==> src/rtl/alu_types.sv <==
// alu_types: shared ALU op encoding, RV32I decode constants and sequencer states.
package alu_types;
    localparam int N = 32;
    typedef enum logic [3:0] {
        ALU_ADD, ALU_SUB, ALU_SLL, ALU_SLT, ALU_SLTU,
        ALU_XOR, ALU_SRL, ALU_SRA, ALU_OR, ALU_AND
    } alu_control_t;
    typedef enum logic [1:0] {S_IDLE, S_EXEC, S_DONE} seq_state_t;
    localparam logic [6:0] OPC_OP     = 7'b0110011;
    localparam logic [6:0] OPC_OP_IMM = 7'b0010011;
    localparam logic [6:0] OPC_BRANCH = 7'b1100011;
    localparam logic [6:0] F7_ZERO    = 7'b0000000;
    localparam logic [6:0] F7_ALT     = 7'b0100000;
    // funct3 -> ALU op shared by OP and OP-IMM; alt selects SUB/SRA
    function automatic alu_control_t f3_op(input logic [2:0] f3, input logic alt);
        case (f3)
            3'b000:  return alt ? ALU_SUB : ALU_ADD;
            3'b001:  return ALU_SLL;
            3'b010:  return ALU_SLT;
            3'b011:  return ALU_SLTU;
            3'b100:  return ALU_XOR;
            3'b101:  return alt ? ALU_SRA : ALU_SRL;
            3'b110:  return ALU_OR;
            default: return ALU_AND;
        endcase
    endfunction
endpackage

==> src/rtl/alu_sequencer_if.sv <==
// alu_sequencer_if: request/response handshakes plus the ALU connection of the sequencer.
interface alu_sequencer_if;
    import alu_types::*;
    logic         in_valid;
    logic         in_ready;
    logic [31:0]  instr;
    logic [N-1:0] rs1_val;
    logic [N-1:0] rs2_val;
    logic [N-1:0] alu_a;
    logic [N-1:0] alu_b;
    alu_control_t alu_control;
    logic [N-1:0] alu_result;
    logic         alu_overflow;
    logic         alu_zero;
    logic         alu_equal;
    logic         out_valid;
    logic         out_ready;
    logic [N-1:0] out_result;
    logic [4:0]   out_rd;
    logic         out_wr_en;
    logic         out_branch;
    logic         out_taken;
    logic         out_overflow;
    logic         out_illegal;
    modport master (
        input  in_valid, instr, rs1_val, rs2_val, alu_result, alu_overflow, alu_zero, alu_equal, out_ready,
        output in_ready, alu_a, alu_b, alu_control, out_valid, out_result, out_rd, out_wr_en,
        output out_branch, out_taken, out_overflow, out_illegal
    );
    modport slave (
        output in_valid, instr, rs1_val, rs2_val, alu_result, alu_overflow, alu_zero, alu_equal, out_ready,
        input  in_ready, alu_a, alu_b, alu_control, out_valid, out_result, out_rd, out_wr_en,
        input  out_branch, out_taken, out_overflow, out_illegal
    );
endinterface

==> src/rtl/alu_decoder.sv <==
// alu_decoder: combinational RV32I OP/OP-IMM/BRANCH decode into ALU control and operand-b select.
module alu_decoder
    import alu_types::*;
(
    input  logic [31:0]  instr,
    output alu_control_t alu_control,
    output logic         use_imm,
    output logic [N-1:0] imm,
    output logic         is_branch,
    output logic [2:0]   branch_kind,
    output logic         illegal
);
    logic [6:0] opcode, f7;
    logic [2:0] f3;
    logic       shift;
    logic       unused;
    assign opcode = instr[6:0];
    assign f3 = instr[14:12];
    assign f7 = instr[31:25];
    assign shift = f3 == 3'b001 || f3 == 3'b101;
    assign branch_kind = f3;
    assign unused = ^{instr[19:15], instr[11:7]};
    always_comb begin
        alu_control = ALU_ADD;
        use_imm = 1'b0;
        imm = {{20{instr[31]}}, instr[31:20]};
        is_branch = 1'b0;
        illegal = 1'b1;
        case (opcode)
            OPC_OP: begin
                alu_control = f3_op(f3, f7 == F7_ALT);
                illegal = !(f7 == F7_ZERO || (f7 == F7_ALT && (f3 == 3'b000 || f3 == 3'b101)));
            end
            OPC_OP_IMM: begin
                use_imm = 1'b1;
                alu_control = f3_op(f3, f3 == 3'b101 && f7 == F7_ALT);
                imm = shift ? {27'b0, instr[24:20]} : imm;
                illegal = shift && !(f7 == F7_ZERO || (f3 == 3'b101 && f7 == F7_ALT));
            end
            OPC_BRANCH: begin
                is_branch = 1'b1;
                alu_control = f3[2] ? (f3[1] ? ALU_SLTU : ALU_SLT) : ALU_SUB;
                illegal = f3[2:1] == 2'b01;
            end
            default: ;
        endcase
    end
endmodule

==> src/rtl/alu_sequencer.sv <==
// alu_sequencer: three-state initiator that feeds the external ALU and registers its response.
module alu_sequencer
    import alu_types::*;
(
    input logic            clk,
    input logic            rst_n,
    alu_sequencer_if.master bus
);
    seq_state_t   state_q, state_d;
    logic [31:0]  instr_q, instr_d;
    logic [N-1:0] rs1_q, rs1_d, rs2_q, rs2_d, result_q, result_d;
    logic         wr_en_q, wr_en_d, branch_q, branch_d, taken_q, taken_d;
    logic         overflow_q, overflow_d, illegal_q, illegal_d;
    logic [31:0]  dec_instr;
    alu_control_t dec_ctrl;
    logic         dec_use_imm, dec_branch, dec_illegal, cond, unused;
    logic [N-1:0] dec_imm;
    logic [2:0]   dec_kind;
    // Decode the incoming word while idle (illegal check) and the latched word otherwise
    assign dec_instr = state_q == S_IDLE ? bus.instr : instr_q;
    alu_decoder u_dec (
        .instr       (dec_instr),
        .alu_control (dec_ctrl),
        .use_imm     (dec_use_imm),
        .imm         (dec_imm),
        .is_branch   (dec_branch),
        .branch_kind (dec_kind),
        .illegal     (dec_illegal)
    );
    assign bus.alu_a = rs1_q;
    assign bus.alu_b = dec_use_imm ? dec_imm : rs2_q;
    assign bus.alu_control = dec_ctrl;
    // funct3[2] picks SLT/SLTU result over equality; funct3[0] inverts the condition
    assign cond = (dec_kind[2] ? bus.alu_result[0] : bus.alu_equal) ^ dec_kind[0];
    assign unused = ^{bus.alu_zero, dec_kind[1]};
    always_comb begin
        state_d = state_q;
        instr_d = instr_q;
        rs1_d = rs1_q;
        rs2_d = rs2_q;
        result_d = result_q;
        wr_en_d = wr_en_q;
        branch_d = branch_q;
        taken_d = taken_q;
        overflow_d = overflow_q;
        illegal_d = illegal_q;
        case (state_q)
            S_IDLE: if (bus.in_valid) begin
                instr_d = bus.instr;
                rs1_d = bus.rs1_val;
                rs2_d = bus.rs2_val;
                state_d = dec_illegal ? S_DONE : S_EXEC;
                if (dec_illegal) begin
                    illegal_d = 1'b1;
                    result_d = '0;
                    wr_en_d = 1'b0;
                    branch_d = 1'b0;
                    taken_d = 1'b0;
                    overflow_d = 1'b0;
                end
            end
            S_EXEC: begin
                result_d = bus.alu_result;
                overflow_d = bus.alu_overflow;
                branch_d = dec_branch;
                taken_d = dec_branch & cond;
                wr_en_d = !dec_branch && instr_q[11:7] != 5'd0;
                illegal_d = 1'b0;
                state_d = S_DONE;
            end
            S_DONE: state_d = bus.out_ready ? S_IDLE : S_DONE;
            default: state_d = S_IDLE;
        endcase
    end
    always_ff @(posedge clk or negedge rst_n) begin
        if (!rst_n) begin
            state_q <= S_IDLE;
            instr_q <= '0;
            rs1_q <= '0;
            rs2_q <= '0;
            result_q <= '0;
            wr_en_q <= 1'b0;
            branch_q <= 1'b0;
            taken_q <= 1'b0;
            overflow_q <= 1'b0;
            illegal_q <= 1'b0;
        end else begin
            state_q <= state_d;
            instr_q <= instr_d;
            rs1_q <= rs1_d;
            rs2_q <= rs2_d;
            result_q <= result_d;
            wr_en_q <= wr_en_d;
            branch_q <= branch_d;
            taken_q <= taken_d;
            overflow_q <= overflow_d;
            illegal_q <= illegal_d;
        end
    end
    assign bus.in_ready = state_q == S_IDLE;
    assign bus.out_valid = state_q == S_DONE;
    assign bus.out_result = result_q;
    assign bus.out_rd = instr_q[11:7];
    assign bus.out_wr_en = wr_en_q;
    assign bus.out_branch = branch_q;
    assign bus.out_taken = taken_q;
    assign bus.out_overflow = overflow_q;
    assign bus.out_illegal = illegal_q;
endmodule

==> src/flat_wrapper.sv <==
// flat-port wrapper written by rule: the top's interface ports become plain ports
module alu_sequencer_flat import alu_types::*;
  (clk, rst_n, bus_in_valid, bus_instr, bus_rs1_val, bus_rs2_val, bus_alu_result, bus_alu_overflow, bus_alu_zero, bus_alu_equal, bus_out_ready, bus_in_ready, bus_alu_a, bus_alu_b, bus_alu_control, bus_out_valid, bus_out_result, bus_out_rd, bus_out_wr_en, bus_out_branch, bus_out_taken, bus_out_overflow, bus_out_illegal);
  alu_sequencer_if bus_i ();
  input logic clk;
  input logic rst_n;
  input wire logic [$bits(bus_i.in_valid)-1:0] bus_in_valid;
  input wire logic [$bits(bus_i.instr)-1:0] bus_instr;
  input wire logic [$bits(bus_i.rs1_val)-1:0] bus_rs1_val;
  input wire logic [$bits(bus_i.rs2_val)-1:0] bus_rs2_val;
  input wire logic [$bits(bus_i.alu_result)-1:0] bus_alu_result;
  input wire logic [$bits(bus_i.alu_overflow)-1:0] bus_alu_overflow;
  input wire logic [$bits(bus_i.alu_zero)-1:0] bus_alu_zero;
  input wire logic [$bits(bus_i.alu_equal)-1:0] bus_alu_equal;
  input wire logic [$bits(bus_i.out_ready)-1:0] bus_out_ready;
  output wire logic [$bits(bus_i.in_ready)-1:0] bus_in_ready;
  output wire logic [$bits(bus_i.alu_a)-1:0] bus_alu_a;
  output wire logic [$bits(bus_i.alu_b)-1:0] bus_alu_b;
  output wire logic [$bits(bus_i.alu_control)-1:0] bus_alu_control;
  output wire logic [$bits(bus_i.out_valid)-1:0] bus_out_valid;
  output wire logic [$bits(bus_i.out_result)-1:0] bus_out_result;
  output wire logic [$bits(bus_i.out_rd)-1:0] bus_out_rd;
  output wire logic [$bits(bus_i.out_wr_en)-1:0] bus_out_wr_en;
  output wire logic [$bits(bus_i.out_branch)-1:0] bus_out_branch;
  output wire logic [$bits(bus_i.out_taken)-1:0] bus_out_taken;
  output wire logic [$bits(bus_i.out_overflow)-1:0] bus_out_overflow;
  output wire logic [$bits(bus_i.out_illegal)-1:0] bus_out_illegal;
  assign bus_i.in_valid = bus_in_valid;
  assign bus_i.instr = bus_instr;
  assign bus_i.rs1_val = bus_rs1_val;
  assign bus_i.rs2_val = bus_rs2_val;
  assign bus_i.alu_result = bus_alu_result;
  assign bus_i.alu_overflow = bus_alu_overflow;
  assign bus_i.alu_zero = bus_alu_zero;
  assign bus_i.alu_equal = bus_alu_equal;
  assign bus_i.out_ready = bus_out_ready;
  assign bus_in_ready = bus_i.in_ready;
  assign bus_alu_a = bus_i.alu_a;
  assign bus_alu_b = bus_i.alu_b;
  assign bus_alu_control = bus_i.alu_control;
  assign bus_out_valid = bus_i.out_valid;
  assign bus_out_result = bus_i.out_result;
  assign bus_out_rd = bus_i.out_rd;
  assign bus_out_wr_en = bus_i.out_wr_en;
  assign bus_out_branch = bus_i.out_branch;
  assign bus_out_taken = bus_i.out_taken;
  assign bus_out_overflow = bus_i.out_overflow;
  assign bus_out_illegal = bus_i.out_illegal;
  alu_sequencer u_core (.clk(clk), .rst_n(rst_n), .bus(bus_i));
endmodule
==> config.mk <==
export PLATFORM = sky130hd
export DESIGN_NAME = alu_sequencer_flat
export DESIGN_NICKNAME = d
export VERILOG_FILES = /design/src/rtl/alu_types.sv /design/src/rtl/alu_sequencer_if.sv /design/src/rtl/alu_decoder.sv /design/src/rtl/alu_sequencer.sv /design/src/flat_wrapper.sv
export SDC_FILE = /design/constraint.sdc
export NUM_CORES = 1
export LEC_CHECK = 0
export BUFFER_PORTS_ARGS = -buffer_cell sky130_fd_sc_hd__buf_2
export CORE_ASPECT_RATIO = 1.75
export CORE_MARGIN = 2
export CORE_UTILIZATION = 50
export CTS_CLUSTER_DIAMETER = 30
export DETAILED_ROUTE_END_ITERATION = 6
export GPL_ROUTABILITY_DRIVEN = 0
export HOLD_SLACK_MARGIN = 0.08
export PLACE_DENSITY = 0.81
export SLEW_MARGIN = 15
export SYNTH_ARGS = -nofsm -noshare
export SYNTH_HDL_FRONTEND = slang
export SYNTH_HIERARCHICAL = 1
export SYNTH_SLANG_ARGS = --single-unit
==> constraint.sdc <==
create_clock -name clk -period 3.1 [get_ports clk]
set_input_delay 0 -clock clk [delete_from_list [all_inputs] [get_ports clk]]
set_output_delay 0 -clock clk [all_outputs]
set_load 0.005 [all_outputs]
# Word-level counts from Yosys, hierarchy flattened
# Index checks and enable logic that the tools add are counted.
# word_totals
word_cells	78
reg_bits	135
# classes
bitwise	2
reduce_logical	18
n_eq_ne	15
muxes	33
# ops
operator	n
2-to-1 mux 32 bit	6
one-hot mux 32 bit (2 select lines)	1
one-hot mux 4 bit (7 select lines)	2
== test 7 x 6 -> 1 bit, second input constant	2
one-hot mux 4 bit (3 select lines)	1
2-to-1 mux 1 bit	11
one-hot mux 1 bit (2 select lines)	5
== test 3 bit, second input constant	3
== test 7 x 5 -> 1 bit, second input constant	1
== test 7 bit, second input constant	1
logical NOT 7 bit	1
== test 3 x 2 -> 1 bit, second input constant	2
2-to-1 mux 2 bit	3
2-to-1 mux 3 bit	2
one-hot mux 2 bit (3 select lines)	1
nonzero test 5 bit	1
== test 2 x 1 -> 1 bit, second input constant	2
logical AND 1 bit	4
logical OR 1 bit	4
== test 3 x 1 -> 1 bit, second input constant	1
logical NOT 1 bit	3
logical NOT 3 bit	1
one-hot mux 1 bit (3 select lines)	1
AND reduction 3 bit	1
other kinds (8)	8

# Depth between registers and ports, before layout
# Gate-level depths: netlist of the first run.
# depth
ltp_word	11
mapped_depth	12

# Cells and area by module
# The synthesis of the first run kept the hierarchy.
# by_module_without_submodules
module	area_each_um2	n_inst	cells_each
alu_sequencer	6025.8	1	378
alu_decoder	510.5	1	71

# Least setup slack after synthesis of the first run
# No wires, ideal clock.
# synth_path
path_kind	reg2reg
from	register u_core.state_q[0]
to	register u_core.state_q[1]
t_arrival_ns	2.581
t_required_ns	2.971
stages_incl_launch_ff	13
setup_slack_ns	0.390
cell_sequence	dfrtp_1 -> nor2_4 -> buf_2 -> mux2_2 -> buf_4 -> nor4b_1 -> nand3_1 -> o21ai_0 -> o211ai_1 -> a21o_1 -> nand2_1 -> buf_2 -> o31ai_1
# synth_via
elab_chain_cells	11
word_cells_on_any_way	27
classes_between	10 x eq/ne; 5 x mux; 12 x reduce/logical
# synth_lines
element	line_no	text
start, declared	alu_sequencer.sv:9	seq_state_t state_q, state_d;
start signal, assigned	alu_sequencer.sv:88	state_q <= state_d;
logical NOT 2 bit (*)	alu_sequencer.sv:20	assign dec_instr = state_q == S_IDLE ? bus.instr : instr_q;
2-to-1 mux 32 bit (*)	alu_sequencer.sv:20	
named net u_core.dec_instr[13]	alu_sequencer.sv:14	logic [31:0] dec_instr;
== test 3 bit or logical NOT 3 bit (tied branches)	alu_decoder.sv:20, alu_decoder.sv:32, alu_decoder.sv:38	
logical AND 1 bit or logical OR 1 bit (tied branches)	alu_decoder.sv:38, alu_decoder.sv:32	
logical OR 1 bit or logical AND 1 bit (tied branches)	alu_decoder.sv:38, alu_decoder.sv:32	
logical NOT 1 bit or logical OR 1 bit (tied branches)	alu_decoder.sv:38, alu_decoder.sv:32	
logical AND 1 bit or logical NOT 1 bit (tied branches)	alu_decoder.sv:38, alu_decoder.sv:32	
one-hot mux 1 bit (3 select lines) (*)	alu_decoder.sv:29	case (opcode)
named net u_core.dec_illegal	alu_sequencer.sv:16	logic dec_use_imm, dec_branch, dec_illegal, cond, unused;
2-to-1 mux 2 bit (*)	alu_sequencer.sv:52	state_d = dec_illegal ? S_DONE : S_EXEC;
2-to-1 mux 2 bit (*)	alu_sequencer.sv:48	S_IDLE: if (bus.in_valid) begin
one-hot mux 2 bit (3 select lines) (*)	alu_sequencer.sv:47	case (state_q)
# The timed path passes the listed nets; every way through them passes the cells marked *. The select of a mux whose other input is x is not followed.
# A chain may end at the register's enable or synchronous reset.

# Worst setup path in the final report of the first run
# layout_path
from	register u_core.state_q[1]
to	output bus_alu_b[22]
# layout_via
word_cells_on_any_way	10
classes_between	3 x eq/ne; 5 x mux; 2 x reduce/logical
# layout_rtl
element	line_no	text
logical NOT 2 bit (*)	alu_sequencer.sv:20	
2-to-1 mux 32 bit (*)	alu_sequencer.sv:20	
named net u_core.dec_instr[6]	alu_sequencer.sv:14	
== test 7 x 5 -> 1 bit (*)	alu_decoder.sv:29	
2-to-1 mux 32 bit or 2-to-1 mux 1 bit (tied branches)	alu_decoder.sv:29	
2-to-1 mux 32 bit (*)	alu_sequencer.sv:31	assign bus.alu_b = dec_use_imm ? dec_imm : rs2_q;
end, declared	flat_wrapper.sv:18	output wire logic [$bits(bus_i.alu_b)-1:0] bus_alu_b;
# The timed path passes the listed nets; every way through them passes the cells marked *.

==> results.cfg, run 1 <==
[route]
vias = 4965
drt-wirelength-per-cell_um = 19.52
drtIter0Drc = 163
drc_errors = 0
routed_via_density = 5.210
ant_nets = 0
finalWirelength_um = 18600
drtPass1Iterations = 5

[cts]
cts-buffers-inserted = 17
clkLatencyLatePin_ns = 0.41
cts_tree = built
cts_sinks = 130
cts-resized-gates = 0
htree_levels = 4
clockBufferDepth = 2
root_buffer = clkbuf_16
path_clk_slew_ns = 0.06

[sta]
fin_crit_sh_pct = 96.62
clock.fmax_mhz = 333.9
slew_violations = 0
maxSlewHeadroom_pct = 46.18
skew_ns = 0.01050
fin_setup_tns_ns = 0
setup_viol = 0
worst_pin_slew_ns = 0.8073
timing.final.ws_setup_ns = 0.1048
hold_viol = 0
rsz0062_at_grt = no
period_minus_slack_ns = 2.995

[power]
total_leakage_power_nw = 4.534
p_per_area_nw_per_um2 = 654.2
ir_worst_vdd_mv = 0.3612
power.total_mw = 6.030

[critical_path]
cp.depth = 9
path_class = reg -> out
crit_path_end_kind = output port
start_kind = flop
path_cells = nor2_4 -> mux2_2 -> nor2b_1 -> nand2_4 -> nor4_4 -> nor2b_1 -> buf_4 -> mux2_2 -> buf_2
cpPeakStageDelay_ns = 0.43
worstPathArrival_ns = 3.00
critical-path-slowest-cell = dfrtp_1
cp_max_fo = 21
cp.required_ns = 3.10
path_buf_inv = 2
reg2regPathDepth = 11
critical_path.top_delay_family = simple AND/OR/NAND/NOR gates

[grt]
grt_pass1_wl_um = 27470
grt_usage_pct = 26.84
antenna_found_initial = 0
overflow = 0
grt_pass1_vias = 5325
grt_max_degree = 71

[layout]
syn_to_final_growth_pct = 47.84
antenna_cells = 0
final_layout_size_suffix_gt1_share_pct = 55.92
nets = 908
nFillCells = 739

[floorplan]
die_y_um = 151.7
coreArea_sq_um = 12300
start_util_pct = 50.70
die_width_um = 88.41
dieArea_sq_um = 13410
fp-row-count = 54
io_pins = 247

[outcome]
outcome = finished, final reports clean

[synth]
ys_warn_count = 6
netlist_area_sq_um = 6235
synth.net_count = 563
syn_inst = 428
synth_area_per_cell_sq_um = 14.57

[placement]
port_buffers = 240
pre_cts_ws_ns = 0.2222
hpwl_um = 10410

[run]
cap_violations = 0

[hold_path]
hold_path_class = in -> async
[repair_timing]
action	in CTS	in global routing
pin swaps	1	1
setup endpoints to repair	21	21
hold buffers	128	0
buffers inserted	2	2
endpoints found under the hold margin	187	0
[worst register-to-register path, cell delays in order, from the launching register on]
cell      delay, ns
dfrtp_1        0.43
nor2_4         0.25
buf_4          0.20
mux2_2         0.41
nor2b_1        0.18
a21boi_0       0.19
o21ai_0        0.13
o211ai_1       0.33
a21o_1         0.17
nand2_1        0.09
buf_12         0.18
a22o_1         0.24
[report_power, final]
group,leakage [nW],internal [mW],switching (mW)
clock,0.250,1.04,0.771
combinational,2.69,1.13,0.763
sequential,1.60,2.08,0.248
[final timing paths]
kind	endpoint	slack (ns)	startpoint
worst min-delay path	u_core/rs2_q[21]$_DFFE_PN0P_	0.23	rst_n
worst max register to register	u_core/bus.out_result[27]$_DFFE_PN0P_	0.18	u_core/state_q[1]$_DFFE_PN0P_
worst max-delay path	bus_alu_b[22]	0.10	u_core/state_q[1]$_DFFE_PN0P_
max in group asynchronous	u_core/bus.alu_a[29]$_DFFE_PN0P_	1.98	rst_n
worst min register to register	u_core/bus.out_illegal$_DFFE_PN0P_	0.49	u_core/bus.out_illegal$_DFFE_PN0P_
min in group clk	u_core/bus.out_result[11]$_DFFE_PN0P_	0.35	bus_alu_result[11]
[flip-flops by register name, summed over array words and instances, names as in the netlist]
register                 flops
u_core/instr_q              27
u_core/bus.out_branch        1
u_core/bus.alu_a            32
u_core/bus.out_overflow      1
u_core/bus.out_taken         1
u_core/bus.out_result       32
u_core/rs2_q                32
u_core/state_q               2
u_core/bus.out_wr_en         1
u_core/bus.out_illegal       1
[per-layer routing]
layer | vias up | share of wire, % | GRT usage [%]
met2 | 229 | 55 | 47.89
li1 | 2205 | - | -
met5 | - | 0 | 0
met1 | 2477 | 36 | 29.01
met3 | 54 | 5.9 | 6.176
met4 | 0 | 3.5 | 13.64
[layout make-up]
class | count | area (sq um) | share of cell area [%]
clock buffer | 18 | 439.2 | 4.764
timing repair buffer | 383 | 2648 | 28.72
inverter | 3 | 11.26 | 0.1222
multi-input combinational | 238 | 2567 | 27.85
clock inverter | 13 | 88.84 | 0.9638
tap | 168 | 210.2 | 2.280
sequential | 130 | 3253 | 35.29
[cells in the final DEF, fill, tap and decap left out, drive strengths merged, types with 2 or more instances in the layout]
cell,instances
a21o,2
a22o,35
a32o,2
and2,2
buf,255
clkbuf,18
clkinv,6
clkinvlp,5
dfrtp,130
dlygate4sd3,128
inv,5
mux2,145
nand2,7
nand3,2
nor2,10
nor2b,11
nor4,2
o211ai,2
o21ai,2
xnor2,2
[through the flow]
step                      util (%)  cells  cell area [sq um]  hold slack, ns
after detailed placement     60.00    790               7378          0.1303
after CTS                    74.84    951               9203          0.2490
after global routing         74.96    953               9218          0.2954
final                        74.96    953               9218          0.2274
after global placement       60.00    790               7378          0.1223
after floorplan                  -    428               6235         -0.2956
Power figures use the tool's default switching activity.
==> inputs of run 2 (changes only) <==
Settings changed: CORE_UTILIZATION 50 to 49, PLACE_DENSITY 0.81 to 0.8, RECOVER_POWER from default to 50, SYNTH_HIERARCHICAL 1 to default.
==> results.cfg, run 2 <==
[run]
cap_violations = 1

[synth]
synth.most_common_cell = dfrtp_1
synth_xor_area_share_pct = 0.1393
ys_types = 58
synth_compound_area_share_pct = 15.48
synthSimpleGateAreaFrac_pct = 8.615
ys.flop_type = dfrtp_1
synthTopCellsByArea = dfrtp_1, mux2_2, o21ai_2
synthMuxAreaShare_pct = 19.64
syn_inst = 504
synth_top_family_by_area = multiplexers
yosysTopAreaCell = dfrtp_1
ys_warn_count = 0
synth_area_per_cell_sq_um = 12.48
netlist_area_sq_um = 6289
yosys_register_bits = 130
async_reset_ff_share_pct = 100.0
synth_common_cells = dfrtp_1, mux2_2, nand3_1
synth_top_area_share_pct = 51.73
yosysSeqAreaShare_pct = 51.73
synth-edff-count = 0
synth.net_count = 639
synth_fa_ha_area_share_pct = 0

[cts]
clockBufferDepth = 2
cts_sinks = 130
clkLatencyLatePin_ns = 0.41
cts-buffers-inserted = 17
cts_setup_buffers = 0
path_clk_slew_ns = 0.06
htree_levels = 4
root_buffer = clkbuf_16
cts_tree = built

[layout]
antenna_cells = 0
final_common_cell = buf_2
syn_to_final_growth_pct = 49.72
nets = 996
post-route-util_pct = 75.33
final_layout_size_suffix_gt1_share_pct = 42.11
final_cell_mix = buf_2, dfrtp_1, dlygate4sd3_1

[grt]
grt_pass1_vias = 6319
grt_max_degree = 111
grt_usage_pct = 29.72
grt_pass1_wl_um = 31630
antenna_found_initial = 0
overflow = 0

[critical_path]
worstPathArrival_ns = 2.90
critical_path.top_delay_family = buffers and inverters
path_cells = or2_1 -> inv_2 -> o21ai_4 -> nand4_4 -> buf_4 -> mux2_2 -> buf_2
path_buf_inv = 3
path_class = reg -> out
start_kind = flop
cpPeakStageDelay_ns = 0.52
cp.required_ns = 3.10
critical-path-slowest-cell = dfrtp_1
crit_path_end_kind = output port
cp_max_fo = 38

[power]
p_sw_share_pct = 29.05
intPower_mw = 4.135
total_leakage_power_nw = 4.289
ir_worst_vdd_mv = 0.4438
p_per_area_nw_per_um2 = 619.0
seqPwrFrac_pct = 38.3
p_comb_share_pct = 24.9
switchingPower_mw = 1.693
power.total_mw = 5.828
power_frac_clock_pct = 36.8

[sta]
hold_viol = 0
fin_setup_tns_ns = 0
setup_viol = 0
period_minus_slack_ns = 2.898
fin_crit_sh_pct = 93.47
rsz0062_at_grt = no
clock.fmax_mhz = 345.1
skew_ns = 0.01344
slew_violations = 111
hold-worst-slack_ns = 0.3631
maxSlewHeadroom_pct = -65.75
worst_pin_slew_ns = 2.486

[floorplan]
dieArea_sq_um = 13790
die_width_um = 89.64
coreArea_sq_um = 12500
io_pins = 247
die_y_um = 153.9
fp-row-count = 54
start_util_pct = 50.31

[outcome]
outcome = finished with violations
violations = capacitance limit, slew limit

[hold_path]
hold_path_class = in -> reg

[route]
vias = 5775
drtPass1Iterations = 5
drt-wirelength-per-cell_um = 19.55
drc_errors = 0
routed_via_density = 5.542
finalWirelength_um = 20370
drtIter0Drc = 355
ant_nets = 0

[placement]
port_buffers = 240
hpwl_um = 11840
[run 2: layout make-up]
class	instances	area, sq um
clock buffer	18	429.2
sequential	130	3253
inverter	5	18.77
timing repair buffer	381	2530
fill	777	3084
tap	168	210.2
multi-input combinational	326	2770
clock inverter	14	203.9
[run 2: cells by family (layout without fill, tap and decap cells)]
kind of cell | count (synthesis) | in the layout
compound gates | 128 | 128
simple gates | 87 | 87
xor+xnor | 1 | 1
mux | 110 | 110
buf+inv | 48 | 418
flops | 130 | 130
[run 2: power by group through the flow]
| stage | Clock, mW | Sequential, mW | Combinational [mW] |
|---|---|---|---|
| final | 2.15 | 2.23 | 1.45 |
| after global routing | 2.25 | 2.27 | 1.57 |
| after global placement | 0 | 2.20 | 1.24 |
| after CTS | 2.16 | 2.20 | 1.42 |
| after floorplan | 0 | 2.19 | 0.805 |
| after detailed placement | 0 | 2.22 | 1.29 |
[run 2: path summary, 6_finish.rpt]
check | from | end | slack, ns | cells past startpoint
setup / recovery | u_core.state_q[1]$_DFFE_PN0P_ | bus_alu_b[10] | 0.20 | 7
hold / removal | bus_instr[11] | u_core.instr_q[11]$_DFFE_PN0P_ | 0.36 | 3
setup reg to reg | u_core.state_q[1]$_DFFE_PN0P_ | u_core.bus.out_taken$_DFFE_PN0P_ | 0.56 | 6
hold reg to reg | u_core.instr_q[0]$_DFFE_PN0P_ | u_core.instr_q[0]$_DFFE_PN0P_ | 0.51 | 1
max in group asynchronous | rst_n | u_core.instr_q[2]$_DFFE_PN0P_ | 0.70 | 2
min in group asynchronous | rst_n | u_core.bus.alu_a[11]$_DFFE_PN0P_ | 0.88 | 2
[run 2: tightest hold or removal path, cell delays in order]
cell and delay [ns]:
dlygate4sd3_1 0.52, buf_2 0.09, mux2_2 0.13
[run 2: timing repair]
action,in CTS,in global routing
setup endpoints to repair,0,0
resized for setup,0,0
hold endpoints to repair,236,0
hold buffers,128,0
[run 2: stage by stage]
stage / setup WS [ns] / cell area [sq um] / cells
final: 0.2025 / 9415 / 1042
after global routing: 0.01249 / 9415 / 1042
after CTS: 0.2275 / 9497 / 1042
after detailed placement: 0.5764 / 7582 / 882
after global placement: 0.6644 / 7582 / 882
after floorplan: 1.068 / 6289 / 504
[run 2: metal layers]
layer  vias to the layer above  routed length [um]  GRT usage (%)
met5                         -                   0              0
met4                         0                 677          12.44
met3                        61                1460          7.568
met2                       301               10990          53.33
met1                      2815                7246          31.72
li1                       2598                   -              -
